==> src/rtl/gen_fifo_pkg.sv <==
// rtl/gen_fifo_pkg.sv - shared types and defaults for the generator output FIFO
// Purpose: FSM state encoding and default geometry used by gen_output_fifo and gen_fifo_mem.
// Ports: none (package).
package gen_fifo_pkg;

  typedef enum logic [1:0] {
    FIFO_IDLE  = 2'd0,
    FIFO_RUN   = 2'd1,
    FIFO_DRAIN = 2'd2
  } fifo_state_t;

  localparam int DEFAULT_WIDTH = 32;
  localparam int DEFAULT_DEPTH = 4;

endpackage

==> src/rtl/gen_fifo_mem.sv <==
// rtl/gen_fifo_mem.sv - DEPTH x 2*WIDTH register array, one write port, one async read port
// Purpose: tuple storage for gen_output_fifo; cleared on reset so the head reads zero.
// Ports:
//   clk      in   clock
//   resetn   in   synchronous active-low reset (clears every entry)
//   wr_en    in   write strobe
//   wr_addr  in   write index
//   wr_data  in   {element1, element0}
//   rd_addr  in   read index (head pointer)
//   rd_data  out  entry at rd_addr, combinational
module gen_fifo_mem #(
  parameter int WIDTH = 32,
  parameter int DEPTH = 4,
  parameter int AW    = 2
) (
  input  logic                 clk,
  input  logic                 resetn,
  input  logic                 wr_en,
  input  logic [AW-1:0]        wr_addr,
  input  logic [2*WIDTH-1:0]   wr_data,
  input  logic [AW-1:0]        rd_addr,
  output logic [2*WIDTH-1:0]   rd_data
);

  logic [2*WIDTH-1:0] mem [DEPTH];

  always_ff @(posedge clk) begin
    if (!resetn) begin
      for (int i = 0; i < DEPTH; i++) begin
        mem[i] <= '0;
      end
    end else if (wr_en) begin
      mem[wr_addr] <= wr_data;
    end
  end

  assign rd_data = mem[rd_addr];

endmodule

==> src/rtl/gen_output_fifo.sv <==
// rtl/gen_output_fifo.sv - buffering stage for a generator's ready/valid/done tuple stream
// Purpose: decouples generator stalls from consumer back-pressure with a DEPTH-entry FIFO and
//   re-times the generator's end-of-stream pulse into out_done after the last buffered tuple.
// Optional feature macro: GEN_FIFO_STATS_EN adds the beat_count output (pops since _start).
// Ports:
//   _clock      in   clock
//   _reset      in   synchronous reset, active-low
//   _start      in   new invocation: flush, clear done tracking, enter RUN
//   gen_out0/1  in   generator tuple elements (signed)
//   gen_valid   in   generator tuple valid
//   gen_done    in   generator end-of-stream pulse
//   gen_ready   out  space available while running
//   out0/out1   out  FIFO head tuple
//   out_valid   out  FIFO not empty
//   out_ready   in   consumer ready
//   out_done    out  one-cycle end-of-stream pulse
//   beat_count  out  [GEN_FIFO_STATS_EN] saturating count of delivered tuples
module gen_output_fifo
  import gen_fifo_pkg::*;
#(
  parameter int WIDTH = DEFAULT_WIDTH,
  parameter int DEPTH = DEFAULT_DEPTH
) (
  input  logic                    _clock,
  input  logic                    _reset,
  input  logic                    _start,
  input  logic signed [WIDTH-1:0] gen_out0,
  input  logic signed [WIDTH-1:0] gen_out1,
  input  logic                    gen_valid,
  input  logic                    gen_done,
  output logic                    gen_ready,
  output logic signed [WIDTH-1:0] out0,
  output logic signed [WIDTH-1:0] out1,
  output logic                    out_valid,
  input  logic                    out_ready,
  output logic                    out_done
`ifdef GEN_FIFO_STATS_EN
  , output logic [31:0]           beat_count
`endif
);

  localparam int AW = $clog2(DEPTH);
  localparam int CW = $clog2(DEPTH + 1);
  localparam logic [CW-1:0] DEPTH_C = CW'(DEPTH);

  fifo_state_t        state, state_next;
  logic [AW-1:0]      wr_ptr, rd_ptr;
  logic [CW-1:0]      count;
  logic               done_seen;
  logic               push, pop, drain_exit;
  logic [2*WIDTH-1:0] rd_data;

  // Handshake outputs decode registered state only.
  assign gen_ready = (state == FIFO_RUN) && (count < DEPTH_C);
  assign out_valid = (count != '0);

  // A push coinciding with _start belongs to the stream being abandoned.
  assign push = gen_valid && gen_ready && !_start;
  assign pop  = out_valid && out_ready;

  // End of stream is reported only once the FIFO is empty and the consumer is ready.
  assign drain_exit = (state == FIFO_DRAIN) && done_seen && (count == '0) && out_ready;

  always_comb begin
    state_next = state;
    if (_start) begin
      state_next = FIFO_RUN;
    end else begin
      case (state)
        FIFO_IDLE:  state_next = FIFO_IDLE;
        FIFO_RUN:   if (gen_done) state_next = FIFO_DRAIN;
        FIFO_DRAIN: if (drain_exit) state_next = FIFO_IDLE;
        default:    state_next = FIFO_IDLE;
      endcase
    end
  end

  always_ff @(posedge _clock) begin
    if (!_reset) begin
      state     <= FIFO_IDLE;
      wr_ptr    <= '0;
      rd_ptr    <= '0;
      count     <= '0;
      out_done  <= 1'b0;
      done_seen <= 1'b0;
    end else begin
      state    <= state_next;
      out_done <= drain_exit && !_start;
      if (_start) begin
        wr_ptr    <= '0;
        rd_ptr    <= '0;
        count     <= '0;
        done_seen <= 1'b0;
      end else begin
        if (push) wr_ptr <= wr_ptr + 1'b1;
        if (pop)  rd_ptr <= rd_ptr + 1'b1;
        case ({push, pop})
          2'b10:   count <= count + 1'b1;
          2'b01:   count <= count - 1'b1;
          default: count <= count;
        endcase
        if ((state == FIFO_RUN) && gen_done) done_seen <= 1'b1;
      end
    end
  end

  gen_fifo_mem #(
    .WIDTH (WIDTH),
    .DEPTH (DEPTH),
    .AW    (AW)
  ) u_mem (
    .clk     (_clock),
    .resetn  (_reset),
    .wr_en   (push),
    .wr_addr (wr_ptr),
    .wr_data ({gen_out1, gen_out0}),
    .rd_addr (rd_ptr),
    .rd_data (rd_data)
  );

  assign out0 = rd_data[WIDTH-1:0];
  assign out1 = rd_data[2*WIDTH-1:WIDTH];

`ifdef GEN_FIFO_STATS_EN
  always_ff @(posedge _clock) begin
    if (!_reset || _start) begin
      beat_count <= '0;
    end else if (pop && (beat_count != '1)) begin
      beat_count <= beat_count + 1'b1;
    end
  end
`endif

endmodule

==> config.mk <==
export PLATFORM = sky130hd
export DESIGN_NAME = gen_output_fifo
export DESIGN_NICKNAME = d
export VERILOG_FILES = /design/src/rtl/gen_fifo_pkg.sv /design/src/rtl/gen_fifo_mem.sv /design/src/rtl/gen_output_fifo.sv
export SDC_FILE = /design/constraint.sdc
export NUM_CORES = 1
export LEC_CHECK = 0
export CAP_MARGIN = 40
export CORE_MARGIN = 1.5
export CORE_UTILIZATION = 45
export DETAILED_ROUTE_END_ITERATION = 10
export PLACE_DENSITY = 0.66
export REMOVE_ABC_BUFFERS = 1
export SYNTH_ARGS = -nofsm -noshare
export SYNTH_HDL_FRONTEND = slang
export SYNTH_SLANG_ARGS = --single-unit
==> constraint.sdc <==
create_clock -name _clock -period 18.2 [get_ports _clock]
set_input_delay 3.64 -clock _clock [delete_from_list [all_inputs] [get_ports _clock]]
set_output_delay 3.64 -clock _clock [all_outputs]
set_load 0.02 [all_outputs]
==> results.json, run 1 <==
{
  "drc": 0,
  "ios": 137,
  "port-buffer-count": 136,
  "cts_resized": 0,
  "final-setup-viol-count": 0,
  "synth_common_cells": "edfxtp_1 (256), and2_1 (193), and3_1 (64), mux4_2 (64), clkbuf_1 (20)",
  "p_sw_w": 0.000282,
  "root_buffer": "clkbuf_16",
  "setup_tns_ns": 0,
  "rsz0062_at_grt": "no",
  "synth-xor-area-share": 0.00151,
  "tightest_slew_ns": 0.849,
  "arrival_ns": 3.07,
  "grt_pass1_wl_um": 39300,
  "finalNetCount": 896,
  "via_per_inst": 5.54,
  "cpPeakStageDelay_ns": 0.60,
  "peakVddDrop_uv": 59.2,
  "rows": 58,
  "timing.fmax_ghz": 0.149,
  "p_total_w": 0.00136,
  "synth_seq_cells": 269,
  "p_sw_frac": 0.207,
  "first_pass_iters": 5,
  "initialDrtViolationCount": 439,
  "die_y_um": 164,
  "crit_family": "buffers and inverters",
  "synthSimpleGateAreaFrac": 0.157,
  "netlist_area_um2": 11600,
  "antenna_found_initial": 2,
  "yosysMostFrequentCell": "edfxtp_1",
  "maxCapViolations": 0,
  "skew_ns": 0.0112,
  "dp_hpwl_um": 15100,
  "ctsHoldBuffers": 0,
  "syn_area_per_cell_um2": 16.8,
  "synth_edf_count": 256,
  "area_delta_synth_final_pct": 23.3,
  "synthMuxAreaShare": 0.125,
  "ys_types": 36,
  "ff_latch_area_um2": 7960,
  "numCtsBuffers": 28,
  "drive_above_1_share": 0.157,
  "endpoint_kind": "output pin",
  "p_clk_frac": 0.415,
  "outcome": "complete, no violations",
  "pwr-share-seq": 0.520,
  "synth_top_family_by_area": "simple AND/OR/NAND/NOR gates",
  "relSlewSlack": 0.432,
  "dieArea_um2": 26700,
  "synth_compound_gate_area_share": 0.00799,
  "yosysWarnings": 0,
  "die_w_um": 164,
  "htreeDepth": 1,
  "ys_seq_area_frac": 0.686,
  "path_buf_inv": 3,
  "path_max_fanout": 30,
  "drt_wl_total_um": 25600,
  "cts_sinks": 269,
  "ant_nets": 0,
  "fin_util": 0.566,
  "netlist.area_leader.share": 0.663,
  "worstSkewPairLatency_ns": 0.54,
  "num_vias": 6525,
  "p_int_w": 0.00108,
  "synth_fa_ha_area_frac": 0.00281,
  "post_cts_buffers": 0,
  "cts_buffer_depth": 3,
  "core_um2": 25300,
  "hold_viol": 0,
  "worstSetupStartpointType": "flop",
  "power_frac_comb": 0.065,
  "cp_slowest_cell": "dfxtp_4",
  "min_period_ns": 6.71,
  "hold_class": "flop to flop",
  "synth.area.top_cells": "edfxtp_1 (66%), mux4_2 (12%), and2_1 (10%), and3_1 (3.5%), dfxtp_1 (2.2%)",
  "required_ns": 14.56,
  "power_density_nw_per_um2": 95.0,
  "yosysTopAreaCell": "edfxtp_1",
  "post_drt_wl_per_cell_um": 21.7,
  "clkTransAtPathRegs_ns": 0.06,
  "fill_cells": 1964,
  "grtUsageTotal": 0.196,
  "gr-total-overflow": 0,
  "drv_slew": 0,
  "async_reset_ff_frac": 0,
  "start_util": 0.459,
  "syn_inst": 690,
  "fin_crit_sh": 0.368,
  "crit_type": "flop to output pin",
  "tritoncts": "yes",
  "p_leak_nw": 5.25,
  "multiInputGateArea_um2": 3470,
  "grt_pass1_vias": 7013,
  "grt_start_max_net_pins": 68,
  "synth_flop_cell": "edfxtp_1",
  "worstPathCellList": "buf_4 > buf_16 > mux4_2 > clkdlybuf4s50_1",
  "place.gp.congestion": 0.774
}
[power by group through the flow]
| stage | Combinational, W | Sequential [W] | Clock [W] |
|---|---|---|---|
| final | 0.0000876 | 0.000706 | 0.000563 |
| after global routing | 0.0000931 | 0.000708 | 0.000599 |
| after CTS | 0.0000888 | 0.000707 | 0.000572 |
| after detailed placement | 0.0000882 | 0.000720 | 0 |
| after global placement | 0.0000869 | 0.000718 | 0 |
| after floorplan | 0.0000371 | 0.000721 | 0 |
[placed cells by master, fill, tap and decap left out, drive strengths merged, types with 4 or more instances in the layout]
master | netlist | routed
and3 | 64 | 64
clkinv | 0 | 8
buf | 11 | 16
clkbuf | 37 | 40
nand2b | 5 | 5
o21ai | 8 | 8
edfxtp | 256 | 256
mux4 | 64 | 64
and2 | 193 | 193
dfxtp | 13 | 13
clkdlybuf4s50 | 0 | 136
a21oi | 4 | 4
nor2 | 7 | 7
[logic make-up after synthesis]
| logic type | count (synthesis) |
|---|---|
| adders and majority gates | 2 |
| and+or+nand+nor | 286 |
| buffers and inverters | 50 |
| AOI/OAI and AO/OA | 16 |
| muxes | 65 |
| DFF | 269 |
| xor gates and xnor gates | 2 |
[worst paths after layout]
kind | start | to | slack [ns] | cells after the start
hold reg to reg | done_seen$_SDFFE_PP0P_ | done_seen$_SDFFE_PP0P_ | 0.48 | 2
setup reg to reg | count[2]$_SDFFE_PP0P_ | u_mem.mem[3][13]$_DFFE_PP_ | 14.76 | 5
hold / removal | done_seen$_SDFFE_PP0P_ | done_seen$_SDFFE_PP0P_ | 0.48 | 2
setup / recovery | flop | out1[27] | 11.49 | 4
[through the flow]
stage               cells  hold slack (ns)  setup slack, ns  cell area, um2
floorplan             642            0.438             8.42           11400
global placement     1121            0.463            11.10           13300
detailed placement   1124            0.462            11.02           13400
CTS                  1176            0.478            11.40           14300
global route         1176            0.509            11.29           14300
finish               1178            0.480            11.49           14300
[worst register-to-register path: cells and delay by family (launching register included)]
kind	cells	cell delay (ns)
buffers and inverters	2	1.23
DFF	1	0.38
AOI/OAI and AO/OA	1	0.75
and+or+nand+nor	2	0.65
[per-layer routing]
metal | vias to the layer above | part of all wire | global-route usage
met5 | - | 0 | 0
met1 | 3380 | 0.41 | 0.257
met4 | 0 | 0.017 | 0.0533
li1 | 2883 | - | -
met2 | 222 | 0.50 | 0.334
met3 | 40 | 0.069 | 0.0389
[registers in the layout, indices dropped and copies added, names as in the netlist, named ones only]
signal and cells:
state 2, u_mem.mem 256, rd_ptr 2, out_done 1, done_seen 1, wr_ptr 2
count 3
[cell type report]
class | instances | share of cell area
Clock inverter | 12 | 0.00797
Multi-Input combinational cell | 371 | 0.243
Clock buffer | 40 | 0.0565
Timing Repair Buffer | 152 | 0.106
Sequential cell | 269 | 0.557
Inverter | 2 | 0.000525
Tap cell | 330 | 0.0289
Antenna cell | 2 | 0.000350
(Power assumes the default switching activity.)
==> inputs of run 2 (changes only) <==
==> constraint.sdc (replaced) <==
create_clock -name _clock -period 6.82 [get_ports _clock]
set_input_delay 1.364 -clock _clock [delete_from_list [all_inputs] [get_ports _clock]]
set_output_delay 1.364 -clock _clock [all_outputs]
set_load 0.02 [all_outputs]
==> results.json, run 2 (synthesis results as in run 1) <==
{
  "outcome": "complete, no violations",
  "rsz0062_at_grt": "no",
  "hold_viol": 0,
  "dpl_cell_area_um2": 13400,
  "drive_above_1_share": 0.151,
  "numCtsBuffers": 28,
  "required_ns": 5.46,
  "ctsHoldBuffers": 0,
  "rows": 58,
  "grtUsageTotal": 0.193,
  "post_cts_buffers": 0,
  "cpPeakStageDelay_ns": 0.61,
  "die_w_um": 164,
  "tritoncts": "yes",
  "ant_nets": 0,
  "fin_ws_ns": 2.65,
  "die_y_um": 164,
  "crit_type": "flop to output pin",
  "via_per_inst": 5.46,
  "p_leak_nw": 5.23,
  "path_max_fanout": 21,
  "grt_pass1_wl_um": 38800,
  "gr-total-overflow": 0,
  "post-place-ws_ns": 2.30,
  "peakVddDrop_uv": 120,
  "drt_wl_total_um": 25200,
  "worstSkewPairLatency_ns": 0.53,
  "path_buf_inv": 2,
  "root_buffer": "clkbuf_16",
  "endpoint_kind": "output pin",
  "place.gp.congestion": 0.758,
  "dp_hpwl_um": 14900,
  "fill_cells": 1999,
  "first_pass_iters": 5,
  "area_delta_synth_final_pct": 23.0,
  "maxCapViolations": 0,
  "worstSetupStartpointType": "flop",
  "clkTransAtPathRegs_ns": 0.06,
  "arrival_ns": 2.81,
  "top_register": "u_mem.mem",
  "core_um2": 25300,
  "largest_reg_flops": 256,
  "initialDrtViolationCount": 606,
  "stdcell_area_um2": 14300,
  "grt_start_max_net_pins": 68,
  "cp_slowest_cell": "dfxtp_4",
  "ff_latch_area_um2": 7960,
  "p_total_w": 0.00354,
  "r2r_cells": 4,
  "tightest_slew_ns": 0.932,
  "num_vias": 6434,
  "final_common_cell": "edfxtp_1",
  "ios": 137,
  "cp_num_cells": 3,
  "post_drt_wl_per_cell_um": 21.4,
  "ff2ff_setup_slack_ns": 3.83,
  "multiInputGateArea_um2": 3470,
  "final-setup-viol-count": 0,
  "drc": 0,
  "cts_sinks": 269,
  "fin_crit_sh": 0.612,
  "worstPathCellList": "buf_4 > mux4_2 > clkdlybuf4s50_1",
  "crit_family": "buffers and inverters",
  "cts_resized": 0,
  "grt_pass1_vias": 6738,
  "relSlewSlack": 0.374,
  "start_util": 0.459,
  "skew_ns": 0.0186,
  "finalNetCount": 896,
  "largest_registers": "u_mem.mem: 256 flops, count: 3 flops",
  "cts_buffer_depth": 3,
  "power_density_nw_per_um2": 248,
  "most-common-layout-cells": "edfxtp_1 (256), and2_1 (193), clkdlybuf4s50_1 (136), mux4_2 (64), and3_1 (64)",
  "antenna_found_initial": 2,
  "timing.fmax_ghz": 0.240,
  "fin_cells": 1179,
  "dieArea_um2": 26700,
  "dp.cells": 1124,
  "fin_util": 0.565,
  "hold_class": "flop to flop",
  "port-buffer-count": 136,
  "drv_slew": 0,
  "hold_depth": 2,
  "min_period_ns": 4.17,
  "htreeDepth": 1
}
==> run 2: cell count changes in the layout (fill, tap and decap cells not counted), moves of 2 or more <==
cell and change:
clkbuf_8 -4, clkinv_1 +3, buf_16 +2, clkbuf_1 +2
==> run 2: final cells by class <==
class / instances / share of cell area
Tap cell: 330 / 0.0289
Timing Repair Buffer: 152 / 0.109
Inverter: 2 / 0.000526
Antenna cell: 3 / 0.000526
Sequential cell: 269 / 0.558
Multi-Input combinational cell: 371 / 0.243
Clock buffer: 38 / 0.0533
Clock inverter: 14 / 0.00684
==> run 2: worst register-to-register path, stage by stage (launching register included) <==
cell and delay (ns):
dfxtp_1 0.37, and4bb_2 0.71, nand3b_1 0.34, o21ai_4 0.71
buf_4 0.52
==> run 2: where the power goes <==
part           switching (W)  internal (W)
Clock               0.000604      0.000818
Combinational       0.000128      0.000110
Sequential         0.0000170       0.00187
Total               0.000749       0.00279
==> run 2: final timing paths <==
| path | from | end |
|---|---|---|
| worst max-delay path | flop | out0[23] |
| worst min-delay path | done_seen$_SDFFE_PP0P_ | done_seen$_SDFFE_PP0P_ |
| worst max register to register | count[2]$_SDFFE_PP0P_ | u_mem.mem[1][51]$_SDFFCE_PN0P_ |
| worst min register to register | done_seen$_SDFFE_PP0P_ | done_seen$_SDFFE_PP0P_ |
==> run 2: through the flow <==
step	setup TNS, ns	hold slack (ns)
3_3_place_gp	0	0.466
6_report	0	0.478
2_1_floorplan	-133.40	0.438
3_5_place_dp	0	0.462
4_1_cts	0	0.475
5_1_grt	0	0.502
==> run 2: layer usage <==
layer / vias up / share of wire / global-route usage / routed length [um]
met4: 0 / 0.015 / 0.0442 / 369
met5: - / 0 / 0 / 0
met2: 207 / 0.49 / 0.315 / 12200
li1: 2893 / - / - / -
met3: 32 / 0.072 / 0.0396 / 1820
met1: 3302 / 0.43 / 0.268 / 10800
